===== config.mk =====
export PLATFORM = sky130hd
export DESIGN_NAME = mux_scan_serializer
export DESIGN_NICKNAME = d
export VERILOG_FILES = /design/src/rtl/mux_scan_serializer.sv
export SDC_FILE = /design/constraint.sdc
export NUM_CORES = 1
export LEC_CHECK = 0
export BUFFER_PORTS_ARGS = -buffer_cell sky130_fd_sc_hd__buf_2
export CAP_MARGIN = 30
export CORE_MARGIN = 3
export CORE_UTILIZATION = 23
export CTS_CLUSTER_DIAMETER = 100
export DETAILED_ROUTE_END_ITERATION = 10
export GPL_ROUTABILITY_DRIVEN = 0
export HOLD_SLACK_MARGIN = 0.12
export SLEW_MARGIN = 20
export SYNTH_ARGS = -nofsm -noshare
export SYNTH_HDL_FRONTEND = slang
export SYNTH_SLANG_ARGS = --single-unit

===== constraint.sdc =====
create_clock -name clk -period 1.4 [get_ports clk]
set_input_delay 0.14 -clock clk [delete_from_list [all_inputs] [get_ports clk]]
set_output_delay 0.14 -clock clk [all_outputs]
set_load 0.01 [all_outputs]

===== src/rtl/mux_scan_serializer.sv =====
// mux_scan_serializer
//   Sequencing stage around an external N:1 mux. It accepts an N-bit word over
//   a valid/ready handshake and holds it on the mux data inputs. It then steps
//   the mux select through every index and returns each selected bit as a
//   serial stream with valid/ready flow control and a last-beat marker.
//
// Parameters
//   N          word width / number of mux inputs (N >= 2)
//   SEL_W      select width (2**SEL_W >= N)
//   MSB_FIRST  0: scan index 0 -> N-1, 1: scan index N-1 -> 0
//
// Ports
//   clk, rst_n   clock (rising edge), asynchronous active-low reset
//   load_valid   upstream word valid
//   load_ready   block can accept a word (combinational, no bubble between words)
//   load_data    upstream word
//   mux_a        held word, drives mux data input
//   mux_s        current index, drives mux select
//   mux_y        mux output (mux_a[mux_s])
//   ser_valid    serial bit valid
//   ser_ready    downstream accepts bit
//   ser_data     serial bit, combinational copy of mux_y
//   ser_last     current beat is the final index of the word
//   busy         a word is being scanned
module mux_scan_serializer #(
  parameter int N         = 8,
  parameter int SEL_W     = 3,
  parameter int MSB_FIRST = 0
) (
  input  logic             clk,
  input  logic             rst_n,
  input  logic             load_valid,
  output logic             load_ready,
  input  logic [N-1:0]     load_data,
  output logic [N-1:0]     mux_a,
  output logic [SEL_W-1:0] mux_s,
  input  logic             mux_y,
  output logic             ser_valid,
  input  logic             ser_ready,
  output logic             ser_data,
  output logic             ser_last,
  output logic             busy
);

  typedef enum logic {
    IDLE,
    SCAN
  } state_t;

  localparam logic [SEL_W-1:0] START_IDX = (MSB_FIRST != 0) ? SEL_W'(N - 1) : '0;
  localparam logic [SEL_W-1:0] END_IDX   = (MSB_FIRST != 0) ? '0 : SEL_W'(N - 1);

  state_t           state;
  state_t           state_next;
  logic             load_fire;
  logic             beat;
  logic [SEL_W-1:0] step_idx;

  assign load_fire = load_valid && load_ready;
  assign beat      = ser_valid && ser_ready;
  assign ser_data  = mux_y;
  assign step_idx  = (MSB_FIRST != 0) ? (mux_s - SEL_W'(1)) : (mux_s + SEL_W'(1));

  always_ff @(posedge clk or negedge rst_n) begin
    if (!rst_n) begin
      state <= IDLE;
    end else begin
      state <= state_next;
    end
  end

  always_comb begin
    state_next = state;
    ser_valid  = 1'b0;
    ser_last   = 1'b0;
    busy       = 1'b0;
    load_ready = 1'b0;
    case (state)
      IDLE: begin
        load_ready = 1'b1;
        if (load_valid) begin
          state_next = SCAN;
        end
      end
      SCAN: begin
        ser_valid  = 1'b1;
        busy       = 1'b1;
        ser_last   = (mux_s == END_IDX);
        // Ready opens only on the accepted last beat, so a waiting word
        // loads in the same edge that retires the current one.
        load_ready = ser_last && ser_ready;
        if (ser_last && ser_ready && !load_valid) begin
          state_next = IDLE;
        end
      end
      default: state_next = IDLE;
    endcase
  end

  // Select only steps on a non-last beat, so it never leaves [0, N-1].
  always_ff @(posedge clk or negedge rst_n) begin
    if (!rst_n) begin
      mux_a <= '0;
      mux_s <= '0;
    end else if (load_fire) begin
      mux_a <= load_data;
      mux_s <= START_IDX;
    end else if (beat && !ser_last) begin
      mux_s <= step_idx;
    end
  end

endmodule


==> run metrics <==
post-synthesis area per instance=16.0 µm²; flops & latches, synth=12; initial core utilization=0.249; clk buf depth=2; uppermost routed layer=met3; I/O pin count=29; met3 WL=93 µm; part of the total power dissipated in combinational logic=0.457; LEAKAGE=0.472 nW; final setup violation count=13; number of buffers created by CTS=3; Post-Synthesis Net Count=50; Pre-antenna DRT Iters=4; largest area contributor in the netlist=sky130_fd_sc_hd__dfrtp_1; setup slack at placement=-0.109 ns; total internal power=1.11 mW; initial DRC count=9; worst-case vdd ir drop=0.000833 V; TritonCTS clock tree=done; commonest non-fill, non-tap cell in the layout=sky130_fd_sc_hd__buf_2; Max-Slew Margin vs Limit=0.820; layout cells sized above 1=0.636; average wire per cell in the routed design=11.6 µm; via count of the first global-routing pass=446; aggregate routed wire length=1220 µm; number of max-cap violations=0; kind of capture point of the worst setup path=register; count of final hold-check violations=0; CP max FO=8; placed cell count=89; GRT Residual Overflow=0; result of the run=complete, but fails checks; cells after synthesis=35; horizontal extent of the die=55.4 µm; relative contribution of the clock network to total power=0.168; Row Count=17; post-synthesis to final-layout area growth=62.7%; DR vias=441; worst min path class=primary input to register; RSZ-0062 raised after global routing=true; Clock Sinks=12; PortBufs=26; clock-pin slew reported for the worst setup and hold paths after clock tree synthesis=0.08 ns; length of routed met2 wiring=578 µm; Met1 Wirelength=551 µm; floorplan die area=3070 µm²; top-area cell type share of the netlist area=0.536; upper clock frequency limit=631 MHz; type of element launching the critical path=register; nets@finish=93; switching share of power=0.306; placeable core region=2250 µm²; Crit Path Class=register to register; DRC errors left=0; # diodes=0; die extent in y=55.4 µm; time the worst path needs with I/O delays and setup=1.58 ns; cell types with the largest area share after synthesis=sky130_fd_sc_hd__dfrtp_1, sky130_fd_sc_hd__mux2_4, sky130_fd_sc_hd__ha_1, sky130_fd_sc_hd__nand2_8, sky130_fd_sc_hd__a22o_1; Final period util=1.13; clock network latency to the later pin of the worst-skew pair=0.27 ns; commonest non-fill, non-tap cells in the layout=sky130_fd_sc_hd__buf_2, sky130_fd_sc_hd__dfrtp_1, sky130_fd_sc_hd__dlygate4sd3_1, sky130_fd_sc_hd__mux2_4, sky130_fd_sc_hd__buf_6; slew at the pin closest to its max-slew limit=0.270 ns; routed vias/inst=4.20; Net Sw Power=489 µW; part of the power in registers=0.374; root buf cell=sky130_fd_sc_hd__clkbuf_4; Max Clock Skew=0.00448 ns; Seq/Total Area, Yosys=0.536; post-route worst hold slack=0.176 ns; distinct cell type count after synthesis=13; non-filler cells, final=105; P per Cell Area=1750 nW/µm²; pin count of the biggest net entering global routing=13; Slew Limit Fails=0; warning count from the yosys run=0; violated checks=setup timing; required time reported for the critical path endpoint=1.55 ns; arrival time of the worst setup path=1.74 ns; GRT Resource Usage Total=0.0878; minimum setup slack in the final design=-0.184 ns; first-pass GRT wire length=2130 µm; Synth Cell Area=561 µm²; antenna violations before repair=0; Detail Route Antenna Nets=0; H-tree levels=1
layout make-up:
class,count,area (µm²)
clock buffer,4,36.3
tap,28,35.0
multi-input combinational,20,259
fill,232,1340
timing repair buffer,40,278
sequential,12,300
inverter,1,3.75
synth_stat cells:
cell type and n:
sky130_fd_sc_hd__a21bo_4 1, sky130_fd_sc_hd__a22o_1 2, sky130_fd_sc_hd__and2_1 2, sky130_fd_sc_hd__buf_4 2
sky130_fd_sc_hd__dfrtp_1 12, sky130_fd_sc_hd__ha_1 2, sky130_fd_sc_hd__inv_1 1, sky130_fd_sc_hd__mux2_2 1
sky130_fd_sc_hd__mux2_4 8, sky130_fd_sc_hd__nand2_8 1, sky130_fd_sc_hd__nand2b_1 1, sky130_fd_sc_hd__nor2b_1 1
sky130_fd_sc_hd__o22ai_1 1
worst max-delay path, stage by stage, from the launching register on:
cell,delay [ns]
sky130_fd_sc_hd__dfrtp_1,0.39
sky130_fd_sc_hd__ha_2,0.20
sky130_fd_sc_hd__ha_4,0.16
sky130_fd_sc_hd__a21bo_4,0.21
sky130_fd_sc_hd__buf_6,0.12
sky130_fd_sc_hd__nand2_8,0.09
sky130_fd_sc_hd__mux2_4,0.30
layer usage:
layer  vias up  global-route usage
met5         -                   0
met4         0              0.0521
met3         0              0.0257
met2        18               0.132
met1       217               0.110
li1        206                   -
stage by stage:
step / util / power [mW] / cell area (µm²) / TNS, ns
after floorplan: - / 1.00 / 576 / -1.06
after global placement: 0.329 / 1.26 / 741 / -0.734
after detailed placement: 0.329 / 1.28 / 741 / -0.880
after CTS: 0.397 / 1.61 / 896 / -1.72
after global routing: 0.405 / 1.73 / 912 / -2.89
final: 0.405 / 1.60 / 912 / -1.99
power by group through the flow:
stage	Combinational, mW	Clock (mW)	Sequential, mW
2_1_floorplan	0.328	0	0.673
3_3_place_gp	0.655	0	0.604
3_5_place_dp	0.669	0	0.610
4_1_cts	0.729	0.282	0.601
5_1_grt	0.800	0.303	0.622
6_report	0.731	0.269	0.598
worst paths after layout:
path | endpoint | slack, ns | startpoint | cells after the start
setup / recovery | mux_a[4] | -0.18 | mux_s[0] | 6
hold / removal | state | 0.18 | load_valid | 2
setup reg to reg | mux_a[4] | -0.18 | mux_s[0] | 6
hold reg to reg | mux_a[6] | 0.51 | mux_a[6] | 1
max in group asynchronous | mux_a[6] | 0.90 | rst_n | 2
min in group asynchronous | state | 0.28 | rst_n | 2
logic make-up after synthesis:
group / synth area share
buffers and inverters: 0.0335
DFF: 0.536
AOI/OAI and AO/OA: 0.0714
adders and majority gates: 0.0446
muxes: 0.234
and+or+nand+nor: 0.0804
state kept, by name, summed over array words and instances (netlist names):
register  flops
mux_a         8
mux_s         3
state         1
what timing repair did:
action | CTS | global route
setup buffers | 2 | 1
hold buffers | 9 | 0
endpoints found under the hold margin | 20 | 0
pin swaps | 2 | 0
gates resized for setup | 3 | 2
endpoints found under the setup margin | 11 | 13
No activity file was read; power rests on OpenSTA's default activity.
